### config.mk
export PLATFORM = sky130hd
export DESIGN_NAME = claim_loader
export DESIGN_NICKNAME = d
export VERILOG_FILES = /design/src/rtl/claim_loader_pkg.sv /design/src/rtl/claim_loader_dec_accum.sv /design/src/rtl/claim_loader.sv
export SDC_FILE = /design/constraint.sdc
export NUM_CORES = 1
export LEC_CHECK = 0
export BUFFER_PORTS_ARGS = -buffer_cell sky130_fd_sc_hd__buf_2
export CORE_UTILIZATION = 50
export CTS_CLUSTER_DIAMETER = 30
export DETAILED_ROUTE_END_ITERATION = 16
export GPL_ROUTABILITY_DRIVEN = 0
export PLACE_DENSITY = 0.76
export SLEW_MARGIN = 20
export SYNTH_ARGS = -nofsm -noshare
export SYNTH_HDL_FRONTEND = slang
export SYNTH_SLANG_ARGS = --single-unit
### constraint.sdc
create_clock -name clk -period 4.41 [get_ports clk]
set_input_delay 0.882 -clock clk [delete_from_list [all_inputs] [get_ports clk]]
set_output_delay 0.882 -clock clk [all_outputs]
set_load 0.05 [all_outputs]
### src/rtl/claim_loader_pkg.sv
// Shared definitions for the claim table writer: ASCII codes, FSM state codes
// and the packed claim record also used by the scanner's RAM read path.
package claim_loader_pkg;

    localparam logic [7:0] ASC_HASH  = 8'h23;
    localparam logic [7:0] ASC_AT    = 8'h40;
    localparam logic [7:0] ASC_COMMA = 8'h2c;
    localparam logic [7:0] ASC_COLON = 8'h3a;
    localparam logic [7:0] ASC_X     = 8'h78;
    localparam logic [7:0] ASC_NL    = 8'h0a;
    localparam logic [7:0] ASC_SP    = 8'h20;
    localparam logic [7:0] ASC_CR    = 8'h0d;
    localparam logic [7:0] ASC_TAB   = 8'h09;
    localparam logic [7:0] ASC_0     = 8'h30;
    localparam logic [7:0] ASC_9     = 8'h39;

    // Extra accumulator bits above the field width; only the id uses them.
    localparam int ID_EXTRA_BITS = 6;
    localparam int CLAIM_FW      = 10;

    localparam logic [2:0] ST_START = 3'd0;
    localparam logic [2:0] ST_SEP   = 3'd1;
    localparam logic [2:0] ST_NUM   = 3'd2;
    localparam logic [2:0] ST_WRITE = 3'd3;
    localparam logic [2:0] ST_DONE  = 3'd4;
    localparam logic [2:0] ST_ERR   = 3'd5;

    typedef struct packed {
        logic [CLAIM_FW-1:0] x;
        logic [CLAIM_FW-1:0] y;
        logic [CLAIM_FW-1:0] w;
        logic [CLAIM_FW-1:0] h;
    } claim_rec_t;

    // Byte that closes field f: id '@', x ',', y ':', w 'x', h '\n'.
    function automatic logic [7:0] field_term(input logic [2:0] f);
        case (f)
            3'd0:    return ASC_AT;
            3'd1:    return ASC_COMMA;
            3'd2:    return ASC_COLON;
            3'd3:    return ASC_X;
            default: return ASC_NL;
        endcase
    endfunction

    function automatic logic is_ws(input logic [7:0] b);
        return (b == ASC_SP) || (b == ASC_CR) || (b == ASC_TAB);
    endfunction

    function automatic logic is_digit(input logic [7:0] b);
        return (b >= ASC_0) && (b <= ASC_9);
    endfunction

endpackage

### src/rtl/claim_loader_dec_accum.sv
// Decimal accumulator: load a first digit, append further digits (acc*10+d),
// saturating at W bits and flagging results above 2^LIMIT_W-1.
module dec_accum #(
    parameter int W       = 16,
    parameter int LIMIT_W = 10
) (
    input  logic         clk,
    input  logic         rst,
    input  logic         load,
    input  logic         append,
    input  logic [3:0]   digit,
    output logic [W-1:0] acc,
    output logic [W-1:0] app_val,
    output logic         ovf
);

    localparam logic [W+3:0] LIMIT = (W+4)'((64'd1 << LIMIT_W) - 64'd1);

    logic [W-1:0] acc_q;
    logic         sat_q;
    logic [W+3:0] prod;
    logic         prod_wide;

    // acc*10+9 < 16*2^W, so four extra bits never wrap.
    assign prod      = ({4'b0000, acc_q} * (W+4)'(10)) + (W+4)'(digit);
    assign prod_wide = (prod[W+3:W] != 4'b0000);
    assign app_val   = (sat_q || prod_wide) ? '1 : prod[W-1:0];
    assign ovf       = sat_q || (prod > LIMIT);
    assign acc       = acc_q;

    always_ff @(posedge clk) begin
        if (rst) begin
            acc_q <= '0;
            sat_q <= 1'b0;
        end else if (load) begin
            acc_q <= W'(digit);
            sat_q <= 1'b0;
        end else if (append) begin
            acc_q <= app_val;
            sat_q <= sat_q || prod_wide;
        end
    end

endmodule

### src/rtl/claim_loader.sv
// Parses "#id @ x,y: wxh\n" lines from a byte stream and writes each claim as
// a packed {x,y,w,h} record into the claim RAM at consecutive addresses.
module claim_loader
    import claim_loader_pkg::*;
#(
    parameter int ADDR_WIDTH  = 11,
    parameter int FIELD_WIDTH = 10,
    parameter int MAX_CLAIMS  = 1236
) (
    input  logic                     clk,
    input  logic                     rst,
    input  logic                     in_valid,
    input  logic [7:0]               in_data,
    input  logic                     in_last,
    output logic                     in_ready,
    output logic                     wr_en,
    output logic [ADDR_WIDTH-1:0]    wr_addr,
    output logic [4*FIELD_WIDTH-1:0] wr_data,
    output logic [ADDR_WIDTH-1:0]    claim_count,
    output logic                     done,
    output logic                     error,
    output logic [2:0]               dbg_state
);

    localparam int ACC_W = FIELD_WIDTH + ID_EXTRA_BITS;
    localparam logic [ADDR_WIDTH-1:0] MAX_C = ADDR_WIDTH'(MAX_CLAIMS);

    logic [2:0]             state;
    logic [2:0]             f;
    logic                   ws_q;
    logic                   last_q;
    logic [FIELD_WIDTH-1:0] x_q, y_q, w_q, h_q;
    logic [ADDR_WIDTH-1:0]  cnt;

    logic             fire, dig, ws, acc_load, acc_append, ovf;
    logic [ACC_W-1:0] acc, app_val;
    logic             unused_acc_hi;

    // Handshake: a byte moves when in_valid && in_ready on a rising edge.
    // in_ready is a function of state (and rst) only, never of in_valid.
    assign in_ready = !rst && ((state == ST_START) || (state == ST_SEP) || (state == ST_NUM));
    assign fire     = in_valid && in_ready;
    assign dig      = is_digit(in_data);
    assign ws       = is_ws(in_data);

    assign acc_load   = fire && (state == ST_SEP) && dig;
    assign acc_append = fire && (state == ST_NUM) && dig;

    // ASCII '0'..'9' carry the digit value in their low nibble.
    dec_accum #(.W(ACC_W), .LIMIT_W(FIELD_WIDTH)) u_acc (
        .clk     (clk),
        .rst     (rst),
        .load    (acc_load),
        .append  (acc_append),
        .digit   (in_data[3:0]),
        .acc     (acc),
        .app_val (app_val),
        .ovf     (ovf)
    );

    assign unused_acc_hi = ^{acc[ACC_W-1:FIELD_WIDTH], app_val[ACC_W-1:FIELD_WIDTH]};

    assign wr_en       = (state == ST_WRITE) && (cnt != MAX_C);
    assign wr_addr     = cnt;
    assign wr_data     = {x_q, y_q, w_q, h_q};
    assign claim_count = cnt;
    assign done        = (state == ST_DONE);
    assign error       = (state == ST_ERR);
    assign dbg_state   = state;

    always_ff @(posedge clk) begin
        if (rst) begin
            state  <= ST_START;
            f      <= 3'd0;
            ws_q   <= 1'b0;
            last_q <= 1'b0;
            x_q    <= '0;
            y_q    <= '0;
            w_q    <= '0;
            h_q    <= '0;
            cnt    <= '0;
        end else begin
            case (state)
                ST_START: if (fire) begin
                    if (in_data == ASC_HASH) begin
                        state <= in_last ? ST_ERR : ST_SEP;
                        f     <= 3'd0;
                    end else if ((in_data == ASC_NL) || ws) begin
                        if (in_last) state <= ST_DONE;
                    end else begin
                        state <= ST_ERR;
                    end
                end
                ST_SEP: if (fire) begin
                    if (dig && in_last && (f == 3'd4)) begin
                        // Stream ends on a one-digit h with no newline.
                        h_q    <= FIELD_WIDTH'(in_data[3:0]);
                        last_q <= 1'b1;
                        state  <= ST_WRITE;
                    end else if (dig && !in_last) begin
                        ws_q  <= 1'b0;
                        state <= ST_NUM;
                    end else if (!ws || in_last) begin
                        state <= ST_ERR;
                    end
                end
                ST_NUM: if (fire) begin
                    if (dig) begin
                        if (ws_q || ((f != 3'd0) && ovf)) begin
                            state <= ST_ERR;
                        end else if (in_last) begin
                            if (f == 3'd4) begin
                                h_q    <= app_val[FIELD_WIDTH-1:0];
                                last_q <= 1'b1;
                                state  <= ST_WRITE;
                            end else begin
                                state <= ST_ERR;
                            end
                        end
                    end else if (in_data == field_term(f)) begin
                        if (in_last && (f != 3'd4)) begin
                            state <= ST_ERR;
                        end else begin
                            case (f)
                                3'd1:    x_q <= acc[FIELD_WIDTH-1:0];
                                3'd2:    y_q <= acc[FIELD_WIDTH-1:0];
                                3'd3:    w_q <= acc[FIELD_WIDTH-1:0];
                                3'd4:    h_q <= acc[FIELD_WIDTH-1:0];
                                default: ;
                            endcase
                            if (f == 3'd4) begin
                                last_q <= in_last;
                                state  <= ST_WRITE;
                            end else begin
                                f     <= f + 3'd1;
                                state <= ST_SEP;
                            end
                        end
                    end else if (ws) begin
                        if (in_last) begin
                            if (f == 3'd4) begin
                                h_q    <= acc[FIELD_WIDTH-1:0];
                                last_q <= 1'b1;
                                state  <= ST_WRITE;
                            end else begin
                                state <= ST_ERR;
                            end
                        end else begin
                            ws_q <= 1'b1;
                        end
                    end else begin
                        state <= ST_ERR;
                    end
                end
                ST_WRITE: begin
                    if (cnt == MAX_C) begin
                        state <= ST_ERR;
                    end else begin
                        cnt   <= cnt + 1'b1;
                        state <= last_q ? ST_DONE : ST_START;
                    end
                end
                default: ;
            endcase
        end
    end

endmodule

---- Word-level counts from Yosys, hierarchy flattened ----
Cells that the tools add are included.
word-level totals
  register bits ........................... 76
  input port bits ......................... 12
cells by class
  $add $sub $neg .......................... 3
  $mul .................................... 1
  $lt $le $gt $ge ......................... 3
  equal/unequal tests ..................... 41
  multiplexer cells ....................... 71
  bitwise logic cells ..................... 3
  reductions and logical operators ........ 43
operators with widths
  kind                     count
  $mux W10                 12
  $mux W3                  26
  $mux W8                  4
  $pmux W7 S4              1
  $eq A8 B4 Y1 const B     3
  $reduce_and A6 Y1        4
  $add A20 B4 Y20          1
  $gt A20 B10 Y1 const B   1
  $ne A2 B2 Y1 const B     10
  $pmux W10 S2             1
  $mul A16 B3 Y19 const B  1
  $mux W1                  19
  $eq A8 B6 Y1 const B     2
  $mux W16                 1
  $reduce_and A8 Y1        2
  $logic_and A1 B1 Y1      13
  $eq A3 B2 Y1 const B     4
  $ne A4 B4 Y1 const B     3
  $pmux W3 S4              1
  $add A11 B1 Y11 const B  1
  $eq A11 B11 Y1 const B   1
  $ne A11 B11 Y1 const B   1
  $reduce_and A10 Y1       1
  $eq A3 B3 Y1 const B     3
  24 further kinds         49

---- Depth between registers and ports, before layout ----
  word-level depth ........................ 13
  mapped depth ............................ 14
  gate-level depth less buffers ........... 13

---- By module ----
From an unflattened synthesis, not the netlist that was laid out.
unflattened totals
  cell total of the unflattened synthesis .. 661
  area total of the unflattened synthesis .. 5446.5 sq um
modules (own cells, without submodules)
  module        instances  cells each  area each (sq um)  seq. area each (sq um)
  claim_loader  1          409         3389.5             1181.1
  dec_accum     1          252         2057.0             340.3

---- Least setup slack after synthesis ----
OpenSTA, ideal clock, no wires.
  path kind ............................... register to register
  start ................................... reg u_acc.acc_q[1] (netlist: u_acc.acc[1])
  end ..................................... reg h_q[4]
  library setup time ...................... 0.121 ns
  arrival time ............................ 4.709 ns
  path slack .............................. -0.419 ns
  cell stages (with the launch flop) ...... 14
  buffers on the path ..................... 0
  cells stage by stage .................... dfxtp_1 > ha_1 > ha_1 > fa_1 > a211oi_1 > o22ai_1 > nor4_1 > nor4b_1 > nand3_1 > mux2i_1 > o22ai_1 > a41oi_4 > a2111oi_4 > mux2_2
between the ends
  cells in the longest elaborated chain, start to end .. 11
  elaborated cells between the ends (all ways) .. 17
ends and longest elaborated chain
  element                                                                 RTL line                      text
  start, declared                                                         claim_loader_dec_accum.sv:19  logic [W-1:0] acc_q;
  start signal, assigned                                                  claim_loader_dec_accum.sv:36  acc_q <= W'(digit);
  start signal, assigned                                                  claim_loader_dec_accum.sv:39  acc_q <= app_val;
  $mul A16 B3 Y19 (*)                                                     claim_loader_dec_accum.sv:25  assign prod = ({4'b0000, acc_q} * (W+4)'(10)) + (W+4)'(digit);
  $add A20 B4 Y20 (*)                                                     claim_loader_dec_accum.sv:25
  parallel branches: the longest is 9 deep, another holds $gt A20 B10 Y1  n/a
  end signal, assigned                                                    claim_loader.sv:97            h_q <= FIELD_WIDTH'(in_data[3:0]);
  end signal, assigned                                                    claim_loader.sv:113           h_q <= app_val[FIELD_WIDTH-1:0];
  end signal, assigned                                                    claim_loader.sv:128           3'd4: h_q <= acc[FIELD_WIDTH-1:0];
  end, declared                                                           claim_loader.sv:32            logic [FIELD_WIDTH-1:0] x_q, y_q, w_q, h_q;
Every way passes the cells marked *. The select of a mux whose other input is x is not followed.
A chain may end at the register's enable or synchronous reset.

---- Worst setup path after layout ----
  start ................................... reg u_acc.acc_q[1] (netlist: u_acc.acc[1])
  end ..................................... reg h_q[6]
The elaborated chain is that of the path after synthesis.

==> flow_summary.toml <==
[outcome]
status = "completed"

[worst_setup_path]
arrival_ps = 4550
max_stage_delay_ps = 520
start_kind = "flip-flop"
critical_path_class = "flip-flop to flip-flop"
worstPathMaxFanout = 6
cp-end-kind = "flip-flop"
slowest_stage = "or4b_4"
worst_ep_required_time_ps = 4650
crit_chain = "ha_1 -> ha_2 -> fa_2 -> a21o_4 -> a221oi_4 -> or4b_4 -> o311ai_4 -> nand3b_4 -> nor4_4 -> mux2_4 -> a41oi_4 -> a2111oi_4 -> buf_4 -> mux2_2"

[layout]
drive_gt1_frac = 0.2248
final_cell_area_um2 = 6247
antennaDiodeCount = 0
nets = 812
area_growth_pct = 15.42

[clocking]
clock_path_buffers = 2
cts_hold_buf = 0
cts_sinks = 76
htreeDepth = 3
clkTransAtPathRegs_ps = 100
cts_root_buf = "clkbuf_8"
insertion_delay_ps = 360
tritoncts = "built"
cts_made_buffers = 9

[timing]
fmax_mhz = 232.1
timing.hold.ws_ps = 460.4
slew_viol_final = 0
worst_pin_slew_ps = 946.1
hold_viol_final = 0
setup_viol = 0
relSlewSlack = 0.3651
period_share = 0.9771
finClkSkew_ps = 16.57
fin_crit_ps = 4309

[global_route]
grt_first_pass_wirelength_um = 23850
antenna_found_initial = 0
grt_start_max_net_pins = 65
grt-ovfl-total = 0
grt_use_total = 0.2593
first_global_vias = 4941

[floorplan]
pin_count = 81
die_w_um = 106.0
start_util = 0.5196
coreArea_um2 = 10420
fp-row-count = 37
die-area_um2 = 11250
die_y_um = 106.0

[synth]
yosys_warnings = 0
syn_inst = 689
synth.avg_cell_area_um2 = 7.856
syn_area_um2 = 5413
synth-edff-count = 0
synth_seq_area_share = 0.2811
synthFlopType = "dfxtp_1"
synth_nets = 741
synthArstFlopShare = 0
ys_ff_latch = 76
synth.distinct_cells = 73

[detailed_routing]
drt_first_pass_iters = 6
drt_iter0_drc = 393
postRouteAntennaNets = 0
viasPerCell = 6.032
wl_um = 14880
routed-via-count = 5435
drc_errors = 0
wl_per_cell_um = 16.52

[run]
maxCapViolations = 0

[hold_path]
min_path_type = "flip-flop to flip-flop"

[pwr]
peakVddDrop_mv = 0.2441
leakage_nw = 2.688
finalPower_mw = 1.514
power_density_nw_per_um2 = 242.3

[placement]
port-buffer-count = 80
placed_area_um2 = 5939
hpwl_um = 10830
==> layout make-up <==
type                            instances  area, um^2
Clock buffer                            9       123.9
Timing Repair Buffer                  110       625.6
Inverter                               14       52.55
Tap cell                              136       170.2
Multi-Input combinational cell        549        3684
Fill cell                             929        4169
Clock inverter                          7       65.06
Sequential cell                        76        1526
==> sequential cells by signal (all words and copies together), names as in the netlist <==
register / flops
y_q: 10
u_acc.acc: 16
x_q: 10
w_q: 10
claim_count: 11
f: 3
h_q: 10
dbg_state: 3
ws_q: 1
u_acc.sat_q: 1
last_q: 1
==> power by group <==
part           total (mW)  switching [mW]  internal, mW
sequential          0.729          0.0329         0.696
combinational       0.260           0.185        0.0750
clock               0.525           0.305         0.219
total                1.51           0.523         0.991
==> synthesized netlist by cell type, types with 3 or more instances <==
| master | n | area [um^2] |
|---|---|---|
| nor2_1 | 86 | 322.8 |
| dfxtp_1 | 76 | 1521 |
| nand2_1 | 71 | 266.5 |
| a21oi_1 | 55 | 275.3 |
| ha_1 | 38 | 475.5 |
| nand3_1 | 36 | 180.2 |
| o21ai_0 | 35 | 175.2 |
| clkbuf_1 | 33 | 123.9 |
| nor3_1 | 27 | 135.1 |
| mux2i_1 | 21 | 210.2 |
| a211oi_1 | 14 | 105.1 |
| inv_1 | 14 | 52.55 |
| xnor2_1 | 14 | 122.6 |
| buf_4 | 13 | 97.59 |
| xor2_1 | 10 | 87.58 |
| and3_1 | 8 | 50.05 |
| o211ai_1 | 8 | 60.06 |
| a21o_1 | 7 | 52.55 |
| a31oi_1 | 6 | 37.54 |
| mux2_2 | 6 | 67.56 |
| nand2b_1 | 6 | 37.54 |
| nor4_1 | 6 | 37.54 |
| or3_1 | 6 | 37.54 |
| a22oi_1 | 5 | 37.54 |
| a311oi_1 | 5 | 43.79 |
| and2b_2 | 5 | 43.79 |
| nand4_1 | 5 | 31.28 |
| a211o_1 | 3 | 26.28 |
| a21boi_0 | 3 | 22.52 |
| and2_1 | 3 | 18.77 |
| nor2b_1 | 3 | 18.77 |
| nor3b_1 | 3 | 22.52 |
| o22ai_1 | 3 | 18.77 |
| or2_2 | 3 | 18.77 |
| or4_1 | 3 | 22.52 |
==> cells by family after synthesis <==
| kind of cell | count (synthesis) | synth area share |
|---|---|---|
| and+or+nand+nor | 287 | 0.2612 |
| AOI/OAI and AO/OA | 169 | 0.2104 |
| DFF | 76 | 0.2811 |
| buffers and inverters | 64 | 0.05617 |
| adders and majority gates | 40 | 0.09524 |
| muxes | 28 | 0.05409 |
| xor gates and xnor gates | 25 | 0.04184 |
==> path summary, 6_finish.rpt <==
check	start	end	slack [ps]	depth (start not counted)
setup / recovery	u_acc.acc[1]$_SDFFE_PP0P_	h_q[6]$_SDFFE_PP0P_	100	14
hold / removal	x_q[0]$_SDFFE_PP0P_	x_q[0]$_SDFFE_PP0P_	460	2
hold reg to reg	x_q[0]$_SDFFE_PP0P_	x_q[0]$_SDFFE_PP0P_	460	2
setup reg to reg	u_acc.acc[1]$_SDFFE_PP0P_	h_q[6]$_SDFFE_PP0P_	100	14
==> cells in the final DEF, fill, tap and decap left out, drive strengths merged, types with 19 or more instances in the layout <==
cell type and n:
mux2i 21, nor2 86, o21ai 35, inv 19, nand3 36, nor3 27
ha 38, dfxtp 76, nand2 71, a21oi 55, buf 110
==> worst max-delay path: cells and delay by family (launching register included) <==
kind                     cells  cell delay, ps
multiplexers                 2             600
AND/OR/NAND/NOR              3             980
flip-flops                   1             320
buffers and inverters        1             210
AO/OA/AOI/OAI                5            1130
adder cells (fa/ha/maj)      3             950
==> metal layers <==
metal	part of all wire	vias up	global-route usage
met2	0.46	247	0.4164
met1	0.44	2522	0.3490
met3	0.079	40	0.05150
met5	0	-	0
li1	-	2626	-
met4	0.028	0	0.08234
==> repair_timing <==
item	CTS	global route
setup buffers	0	8
endpoints found under the setup margin	0	11
resized for setup	0	15
==> stage by stage <==
| step | setup WS [ps] | instances | TNS [ps] | utilization |
|---|---|---|---|---|
| finish | 100.8 | 901 | 0 | 0.5998 |
| global route | -48.37 | 901 | -213.3 | 0.5998 |
| CTS | 0.9828 | 893 | 0 | 0.5883 |
| detailed placement | 21.96 | 877 | 0 | 0.5702 |
| global placement | 145.6 | 877 | 0 | 0.5702 |
| floorplan | 35.01 | 689 | 0 | - |
(Power assumes the default switching activity.)
